`config.mk`:
```
export PLATFORM = sky130hd
export DESIGN_NAME = regbus_wb_bridge
export DESIGN_NICKNAME = d
export VERILOG_FILES = /design/src/rtl/regbus_wb_bridge.sv
export SDC_FILE = /design/constraint.sdc
export NUM_CORES = 1
export LEC_CHECK = 0
export ABC_AREA = 1
export CAP_MARGIN = 25
export CORE_MARGIN = 8
export CORE_UTILIZATION = 30
export DETAILED_ROUTE_END_ITERATION = 7
export HOLD_SLACK_MARGIN = 0.1
export PLACE_DENSITY_LB_ADDON = 0.3
export SETUP_SLACK_MARGIN = 0.4
export SLEW_MARGIN = 40
export SYNTH_ARGS = -nofsm -noshare
export SYNTH_HDL_FRONTEND = slang
export SYNTH_SLANG_ARGS = --single-unit
```
`constraint.sdc`:
```
create_clock -name app_clk -period 2 [get_ports app_clk]
set_input_delay 0.3 -clock app_clk [delete_from_list [all_inputs] [get_ports app_clk]]
set_output_delay 0.3 -clock app_clk [all_outputs]
set_load 0.05 [all_outputs]
```
`src/rtl/regbus_wb_bridge.sv`:
```
// Wishbone classic slave to single-outstanding reg-bus bridge with address decode
// and ack-timeout watchdog. Optional error logging enabled by REGBUS_ERR_LOG_EN.
module regbus_wb_bridge #(
  parameter int unsigned TIMEOUT_CYCLES = 256,
  parameter logic [2:0]  LAST_SEL       = 3'b100,
  parameter logic [31:0] ERR_RDATA      = 32'hDEAD_0BAD
) (
  input  logic        app_clk,
  input  logic        arst_n,
  input  logic        wbs_cyc_i,
  input  logic        wbs_stb_i,
  input  logic        wbs_we_i,
  input  logic [8:0]  wbs_adr_i,
  input  logic [31:0] wbs_dat_i,
  input  logic [3:0]  wbs_sel_i,
  output logic [31:0] wbs_dat_o,
  output logic        wbs_ack_o,
  output logic        wbs_err_o,
  output logic        reg_cs,
  output logic        reg_wr,
  output logic [8:0]  reg_addr,
  output logic [31:0] reg_wdata,
  output logic [3:0]  reg_be,
  input  logic [31:0] reg_rdata,
  input  logic        reg_ack
`ifdef REGBUS_ERR_LOG_EN
  ,
  output logic [8:0]  err_addr_o,
  output logic        err_type_o,
  output logic        err_intr_o
`endif
);

  typedef enum logic [1:0] {IDLE, REQ, RESP} state_e;

  localparam logic [15:0] TERM_CNT    = 16'(TIMEOUT_CYCLES - 1);
  localparam logic [8:0]  STATUS_ADDR = 9'h1FC;

  state_e      state_q, state_d;
  logic [15:0] cnt_q, cnt_d;
  logic        ack_q, ack_d;
  logic        err_q, err_d;
  logic [31:0] dat_q, dat_d;
  logic        accept;
  logic        we_q;
  logic [8:0]  adr_q;
  logic [31:0] wdat_q;
  logic [3:0]  sel_q;
  logic        status_hit;
  logic [31:0] status_rdata;

`ifdef REGBUS_ERR_LOG_EN
  logic [8:0] err_addr_q;
  logic       err_type_q;
  logic       err_intr_q;

  // The status address is claimed locally before decode, so it never errors.
  assign status_hit   = (wbs_adr_i == STATUS_ADDR);
  assign status_rdata = {31'b0, err_intr_q};
`else
  assign status_hit   = 1'b0;
  assign status_rdata = '0;
`endif

  always_comb begin
    // NOTE: every signal gets a default first so no path leaves it unassigned (no latches).
    state_d = state_q;
    cnt_d   = cnt_q;
    ack_d   = 1'b0;
    err_d   = 1'b0;
    dat_d   = '0;
    accept  = 1'b0;
    case (state_q)
      IDLE: begin
        if (wbs_cyc_i && wbs_stb_i) begin
          accept = 1'b1;
          if (status_hit) begin
            state_d = RESP;
            ack_d   = 1'b1;
            dat_d   = status_rdata;
          end else if (wbs_adr_i[8:6] > LAST_SEL) begin
            state_d = RESP;
            err_d   = 1'b1;
            dat_d   = ERR_RDATA;
          end else begin
            state_d = REQ;
          end
        end
      end
      REQ: begin
        // Master abort beats a same-cycle ack: nobody is left to take the response.
        if (!wbs_cyc_i) begin
          state_d = IDLE;
          cnt_d   = '0;
        end else if (reg_ack) begin
          state_d = RESP;
          ack_d   = 1'b1;
          dat_d   = we_q ? 32'h0 : reg_rdata;
        end else if (cnt_q == TERM_CNT) begin
          state_d = RESP;
          err_d   = 1'b1;
          dat_d   = ERR_RDATA;
        end else begin
          cnt_d = cnt_q + 16'd1;
        end
      end
      RESP: begin
        state_d = IDLE;
        cnt_d   = '0;
      end
      default: begin
        state_d = IDLE;
        cnt_d   = '0;
      end
    endcase
  end

  always_ff @(posedge app_clk or negedge arst_n) begin
    if (!arst_n) begin
      state_q <= IDLE;
      cnt_q   <= '0;
      ack_q   <= 1'b0;
      err_q   <= 1'b0;
      dat_q   <= '0;
      we_q    <= 1'b0;
      adr_q   <= '0;
      wdat_q  <= '0;
      sel_q   <= '0;
    end else begin
      // NOTE: non-blocking assignments so every flop samples pre-edge values.
      state_q <= state_d;
      cnt_q   <= cnt_d;
      ack_q   <= ack_d;
      err_q   <= err_d;
      dat_q   <= dat_d;
      if (accept) begin
        we_q   <= wbs_we_i;
        adr_q  <= wbs_adr_i;
        wdat_q <= wbs_dat_i;
        sel_q  <= wbs_sel_i;
      end
    end
  end

`ifdef REGBUS_ERR_LOG_EN
  // Decode errors log the incoming address; timeouts log the captured one.
  always_ff @(posedge app_clk or negedge arst_n) begin
    if (!arst_n) begin
      err_addr_q <= '0;
      err_type_q <= 1'b0;
      err_intr_q <= 1'b0;
    end else if (err_d) begin
      err_addr_q <= (state_q == REQ) ? adr_q : wbs_adr_i;
      err_type_q <= (state_q == REQ);
      err_intr_q <= 1'b1;
    end else if (accept && status_hit) begin
      err_intr_q <= 1'b0;
    end
  end

  assign err_addr_o = err_addr_q;
  assign err_type_o = err_type_q;
  assign err_intr_o = err_intr_q;
`endif

  assign reg_cs    = (state_q == REQ);
  assign reg_wr    = we_q;
  assign reg_addr  = adr_q;
  assign reg_wdata = wdat_q;
  assign reg_be    = sel_q;
  assign wbs_ack_o = ack_q;
  assign wbs_err_o = err_q;
  assign wbs_dat_o = dat_q;

endmodule
```
Word-level counts from Yosys, hierarchy flattened
Index checks and enable logic that the tools add are counted.

storage, ports and cells
  bits in registers = 98
  word-level logic and storage cells = 50

cells by class
  $add $sub $neg = 1
  $lt $le $gt $ge = 1
  eq/ne operators = 6
  multiplexer cells = 28
  bitwise logic cells = 1
  reduce and logical (&&, ||, !) cells = 4

operator list
  operator                 number
  $mux W32                 6
  $pmux W32 S2             1
  $mux W16                 3
  $pmux W16 S2             1
  $add A16 B1 Y16 const B  1
  $eq A16 B8 Y1 const B    1
  $mux W1                  10
  $mux W2                  5
  $ne A3 B3 Y1 const B     2
  $ne A4 B2 Y1 const B     1
  $pmux W2 S2              1
  $gt A3 B3 Y1 const B     1
  $reduce_and A3 Y1        1
  $eq A2 B1 Y1 const B     1
  $logic_not A2 Y1         1
  $ne A2 B2 Y1 const B     1
  $pmux W1 S2              1
  $reduce_and A2 Y1        1
  $logic_and A1 B1 Y1      1
  $not A1 Y1               1

Logic depth before layout (Yosys ltp)
Gate-level depths: netlist of the first run.

  depth after elaboration = 5
  depth in mapped cells = 10
  gate-level depth less buffers = 10

Worst setup path before layout of the first run
OpenSTA, ideal clock, no wires.

  kind = register -> register
  start = reg state_q[1]
  end = reg cnt_q[6]
  library setup time = 126 ps
  arrival = 1402 ps
  required time = 1874 ps
  slack = 472 ps
  cell stages (with the launch flop) = 8
  buffers on the path = 1
  cells stage by stage = dfrtp_1 > nor2_4 > nand2_4 > inv_4 > nand3_4 > nand3_4 > buf_6 > o21ai_0

on the way
  longest elaborated chain between the ends = 3
  elaborated cells on any way between the ends = 7

ends and longest elaborated chain
  element                      line  source
  start: declaration           39    state_e state_q, state_d;
  start signal: assignment     131   state_q <= state_d;
  $eq A2 B1 Y1 (*)             -
  via reg_cs                   19    output logic reg_cs,
  $ne A3 B3 Y1 (no line)       -
  $reduce_and A3 Y1 (no line)  -
  end signal: assignment       132   cnt_q <= cnt_d;
  end: declaration             40    logic [15:0] cnt_q, cnt_d;

Mark *: on every way through the listed nets, which the timed path passes. The rest lies on a longest branch.
A chain may end at the register's enable or synchronous reset.

Final worst setup path of the first run
  start = reg cnt_q[0]
  end = reg dat_q[28] (netlist: wbs_dat_o[28])

on the way
  longest elaborated chain between the ends = 5

ends and longest elaborated chain
  element                 line  source
  $eq A16 B8 Y1           99    end else if (cnt_q == TERM_CNT) begin
  $mux W32                99
  $mux W32                95    end else if (reg_ack) begin
  $mux W32                92    if (!wbs_cyc_i) begin
  $pmux W32 S2            73    case (state_q)
  via dat_d[28]           43    logic [31:0] dat_q, dat_d;
  end signal: assignment  135   dat_q <= dat_d;
  end: declaration        43

The timed path passes the listed nets, and every way through them passes these cells.

==> results of run 1 <==
## cell usage after synthesis (all sizes together) (2+ instances only)
cell | number | area share (%)
nand3 | 14 | 2.3
buf | 10 | 1.7
inv | 37 | 3.4
nand2 | 74 | 7.4
xnor2 | 2 | 0.42
mux2 | 42 | 11
clkbuf | 6 | 0.54
nor2 | 43 | 4.7
dfrtp | 98 | 59
o21ai | 38 | 4.9
a21oi | 25 | 3.0
nand4 | 3 | 0.45
## registers in the layout, indices dropped and copies added (netlist names)
register / count
wbs_ack_o: 1
wbs_err_o: 1
reg_wr: 1
reg_addr: 9
state_q: 2
reg_be: 4
reg_wdata: 32
cnt_q: 16
wbs_dat_o: 32
## area by class of cell
class	instances	area, µm²	share of cell area, %
sequential	98	2450	38.7
timing repair buffer	174	1660	26.1
multi-input combinational	247	1560	24.5
clock buffer	11	243	3.83
tap	180	225	3.55
inverter	38	158	2.49
clock inverter	4	51.3	0.809
## per-layer routing
metal	up-vias	share of wire (%)	wire length [µm]	GRT usage, %
li1	1634	-	-	-
met1	1558	42	4920	16.1
met2	127	48	5540	21.5
met3	13	8.6	1010	4.23
met4	0	1.6	192	4.30
met5	-	0	0	0
## power by group
group	switching [µW]	internal (µW)
Clock	713	999
Sequential	124	2250
Combinational	1410	651
Total	2240	3900
## critical path, cell delays in order, from the launching register on
cell	delay [ns]
dfrtp_1	0.41
ha_2	0.21
nand2_2	0.07
nor2_4	0.17
nand2_2	0.11
inv_4	0.08
nand3_4	0.11
nand2_4	0.13
inv_8	0.08
o21ai_1	0.13
## logic make-up (layout without fill, tap and decap cells)
kind of cell	Yosys count	count (layout)	share of synthesized area, %
compound gates	65	65	8.27
xor+xnor	3	3	0.629
fa+ha+maj	1	1	0.299
buf+inv	54	227	5.84
flops	98	98	58.7
mux	42	42	11.3
simple gates	135	136	14.9
## metrics by stage
stage / utilization, % / setup WS (ns) / hold slack (ns) / cell area (µm²)
2_1_floorplan: - / 0.472 / 0.00441 / 4180
3_3_place_gp: 44.0 / 0.245 / 0.197 / 6030
3_5_place_dp: 44.0 / 0.211 / 0.201 / 6030
4_1_cts: 45.7 / 0.387 / 0.383 / 6260
5_1_grt: 46.2 / 0.261 / 0.417 / 6340
6_report: 46.2 / 0.416 / 0.399 / 6340
## worst paths after layout
path                               start            end  slack [ns]  cells past startpoint
max                             cnt_q[0]  wbs_dat_o[28]        0.42                      9
min                               arst_n   reg_wdata[3]        0.40                      2
max reg2reg                     cnt_q[0]  wbs_dat_o[28]        0.42                      9
min reg2reg                  reg_addr[6]    reg_addr[6]        0.49                      2
max in group asynchronous         arst_n   reg_wdata[6]        1.01                      3
min in group app_clk       reg_rdata[29]  wbs_dat_o[29]        0.48                      3
## repair_timing
item / in CTS / in global routing
hold buffers: 1 / 0
pin swaps: 0 / 2
cloned: 1 / 0
hold endpoints to repair: 18 / 0
setup buffers: 0 / 2
gates resized for setup: 83 / 32
endpoints found under the setup margin: 96 / 54
==> results.tsv, run 1 <==
stage	metric	value	unit
drt	wirelength	11700	µm
final_layout	final_nets	652	
drt	viasPerCell	4.43	
clocking	clkTransAtPathRegs	0.07	ns
clocking	clock_tree.root_cell	clkbuf_16	
die	die_y	134	µm
global_routing	grt_pass1_wl	18800	µm
final_layout	mostFrequentLayoutCells	dfrtp_1 (98), clkdlybuf4s50_1 (81), dlygate4sd2_1 (74)	
clocking	cts_tree	built	
die	io_pins	164	
logic_synthesis	synth_area	4180	µm²
placed_design	dp_hpwl	8950	µm
clocking	clk_path_buf_depth	2	
logic_synthesis	async_flop_share	100	%
global_routing	grt_max_degree	37	
logic_synthesis	synth_edf_count	0	
clocking	cts.sinks	98	
sta	fin_crit_sh	79.2	%
drt	first_iter_violations	195	
logic_synthesis	synthFlopType	dfrtp_1	
drt	postRouteAntennaNets	0	
run_status	outcome	finished, final reports clean	
placed_design	dp_cells	733	
power	vdd_drop_max	0.393	mV
die	core	13700	µm²
critical_path	endpoint_kind	flop	
critical_path	cp.arrival	1.85	ns
power	p_per_area	969	nW/µm²
sta	slew_violations	0	
logic_synthesis	syn_avg_cell_area	10.5	µm²
sta	worst_clock_skew	0.00920	ns
sta	setup_tns	0	ns
power	leakage	0.00307	µW
final_layout	n_antenna_cell	0	
drt	dr.pass1.iters	5	
global_routing	grt_pass1_vias	3438	
drt	drc	0	
die	die-area	18000	µm²
logic_synthesis	synth-seq-cells	98	
sta	grt_setup_unrepaired	yes	
placed_design	numPortBuffers	163	
logic_synthesis	synthCells	398	
final_layout	layout-drive-gt1-share	18.7	%
critical_path	path_max_fanout	19	
power	power	6150	µW
global_routing	grt.total_usage	13.2	%
logic_synthesis	synth.distinct_cells	29	
clocking	htree_levels	3	
min_path	hold_class	in -> async	
drt	wl_per_cell	15.5	µm
logic_synthesis	syn_nets	482	
job	drv_cap	0	
final_layout	syn2layout_area_growth	51.8	%
sta	max_freq	631	MHz
final_layout	finalNonFillerCells	752	
global_routing	antenna_found_initial	0	
critical_path	required	2.26	ns
sta	finalHoldViolations	0	
placed_design	place_congestion	0.795	
logic_synthesis	ys.warnings.count	0	
logic_synthesis	seq_area_frac_synth	58.7	%
die	initial_core_util	30.5	%
drt	vias	3332	
die	fp.dieW	134	µm
clocking	cts_made_buffers	9	
critical_path	path_class	reg -> reg	
global_routing	overflow	0	
sta	tightestPinTransition	0.697	ns
sta	finalCriticalPeriod	1.58	ns
final_layout	fillers	1284	
clocking	clk_latency	0.34	ns
critical_path	worst_setup_path_start_kind	flop	
die	rows	43	
final_layout	final_common_cell	dfrtp_1	
sta	slew_headroom	53.5	%
sta	finalSetupViolations	0	
Power figures use the tool's default switching activity.
==> inputs of run 2 (changes only) <==
- clock period: 2 -> 1.4 ns (I/O delays scaled with it)
==> run 2 against run 1 <==
The flow now finishes with violations (setup timing). Register-to-register slack worse by 0.54 ns. Die area stayed put. Clock skew is 0.0015 ns lower. Count of clock-buffer cells in the layout stayed put. Core utilization is 14 points higher.
==> results.tsv, run 2 (same netlist as run 1, synthesis figures left out) <==
stage	metric	value	unit
critical_path	endpoint_kind	flop	
global_routing	grt.total_usage	15.9	%
clocking	cts_tree	built	
clocking	cts_made_buffers	9	
die	rows	43	
global_routing	overflow	0	
die	io_pins	164	
drt	vias	3784	
global_routing	grt_pass1_vias	3884	
final_layout	layout-drive-gt1-share	46.0	%
critical_path	reg2regPathDepth	10	
critical_path	crit_top_cell	nand2_4	
global_routing	antenna_found_initial	0	
critical_path	r2r_start	cnt_q[1]	
drt	wl_per_cell	18.3	µm
drt	viasPerCell	4.64	
drt	postRouteAntennaNets	0	
final_layout	final_nets	715	
critical_path	required	1.67	ns
sta	finalCriticalPeriod	1.53	ns
power	leakage	0.00379	µW
critical_path	r2r_setup_slack	-0.13	ns
sta	worst_clock_skew	0.00767	ns
run_status	violations	setup timing	
critical_path	crit_end	wbs_dat_o[18]	
sta	setup_slack	-0.128	ns
critical_path	worst_setup_path_start_kind	flop	
sta	slew_headroom	58.8	%
critical_path	rr_endpoint	wbs_dat_o[18]	
die	die_y	134	µm
final_layout	final_common_cell	dfrtp_1	
critical_path	slowest_delay	0.37	ns
clocking	cts.sinks	98	
die	core	13700	µm²
placed_design	dp_cells	764	
global_routing	grt_max_degree	48	
clocking	clk_path_buf_depth	2	
final_layout	syn2layout_area_growth	96.7	%
critical_path	slowest_stage	dfrtp_1	
critical_path	path_cells	ha_2, nand2_2, nor2_4, nand2_4, inv_4, nand3_4, nand2_4, buf_8, inv_8, o21ai_2	
sta	grt_setup_unrepaired	yes	
clocking	htree_levels	3	
critical_path	cp.arrival	1.80	ns
sta	max_freq	654	MHz
final_layout	finalNonFillerCells	815	
die	fp.dieW	134	µm
sta	slew_violations	0	
clocking	clk_latency	0.35	ns
clocking	clock_tree.root_cell	clkbuf_16	
power	p_per_area	1290	nW/µm²
sta	finalHoldViolations	0	
drt	first_iter_violations	121	
final_layout	fillers	1042	
die	initial_core_util	30.5	%
power	vdd_drop_max	0.648	mV
critical_path	setup.worst_path.start	cnt_q[1]	
critical_path	path_class	reg -> reg	
placed_design	place_congestion	0.793	
sta	finalSetupViolations	47	
final_layout	mostFrequentLayoutCells	dfrtp_1 (96), buf_12 (88), clkdlybuf4s50_1 (81)	
placed_design	numPortBuffers	163	
placed_design	dp_hpwl	10100	µm
drt	wirelength	14900	µm
global_routing	grt_pass1_wl	22100	µm
run_status	outcome	finished with violations	
final_layout	n_antenna_cell	0	
drt	drc	0	
min_path	hold_class	in -> async	
job	drv_cap	0	
drt	dr.pass1.iters	6	
sta	tightestPinTransition	0.617	ns
clocking	clkTransAtPathRegs	0.07	ns
critical_path	path_max_fanout	10	
sta	setup_tns	-3.76	ns
sta	fin_crit_sh	109	%
die	die-area	18000	µm²
==> run 2: changes by cell type in the layout (fill, tap and decap cells not counted), moves of 10 or more <==
cell,delta
buf_12,+85
dlygate4sd2_1,-74
buf_4,+40
mux2_2,-20
mux2_4,+20
o21ai_0,-14
nor2_1,-13
o21ai_2,+13
nand2_1,-12
nor2_4,+10
==> run 2: layout make-up <==
class	instances	area, µm²	area share [%]
clock inverter	4	30.0	0.365
multi-input combinational	247	1840	22.4
clock buffer	11	233	2.83
timing repair buffer	236	3250	39.6
tap	180	225	2.74
timing repair inverter	1	11.3	0.137
sequential	98	2450	29.9
inverter	38	170	2.07
==> run 2: worst max-delay path: cells and delay by family (launching register included) <==
kind,cells,cell delay (ns)
buf+inv,3,0.25
fa+ha+maj,1,0.19
compound gates,1,0.12
flops,1,0.37
simple gates,5,0.53
==> run 2: how the worst min path moves through the flow <==
stage	slack, ns	end	cells past startpoint	start
CTS	0.23	wbs_dat_o[14]	2	arst_n
finish	0.26	wbs_dat_o[20]	2	arst_n
floorplan	-0.09	cnt_q[0]	0	arst_n
global placement	0.06	wbs_dat_o[20]	1	arst_n
global route	0.28	wbs_dat_o[4]	2	arst_n
detailed placement	0.06	wbs_dat_o[14]	1	arst_n
==> run 2: stage by stage <==
step | setup slack (ns) | cell area (µm²) | utilization [%] | power, µW | hold slack, ns
detailed placement | -0.205 | 7100 | 51.7 | 7800 | 0.0596
finish | -0.128 | 8220 | 59.9 | 10600 | 0.258
floorplan | -0.0985 | 4200 | - | 5400 | -0.0856
global route | -0.198 | 8220 | 59.9 | 11000 | 0.275
CTS | -0.134 | 7810 | 56.9 | 10400 | 0.229
global placement | -0.188 | 7100 | 51.7 | 7730 | 0.0567
==> run 2: repair_timing <==
| action | 4_1_cts | 5_1_grt |
|---|---|---|
| setup buffers | 10 | 15 |
| pin swaps | 9 | 9 |
| resized for setup | 68 | 63 |
| cloned | 5 | 5 |
| endpoints found under the setup margin | 178 | 179 |
| hold buffers | 1 | 0 |
| hold endpoints to repair | 98 | 0 |
==> run 2: layer usage <==
| metal | track usage [%] | routed length (µm) |
|---|---|---|
| met1 | 19.7 | 6280 |
| met2 | 24.9 | 7040 |
| met5 | 0 | 0 |
| met3 | 6.21 | 1310 |
| met4 | 5.30 | 253 |
==> run 2: power by group <==
part	switching, µW	internal (µW)
registers	419	3220
logic	2260	2430
clock network	1060	1200
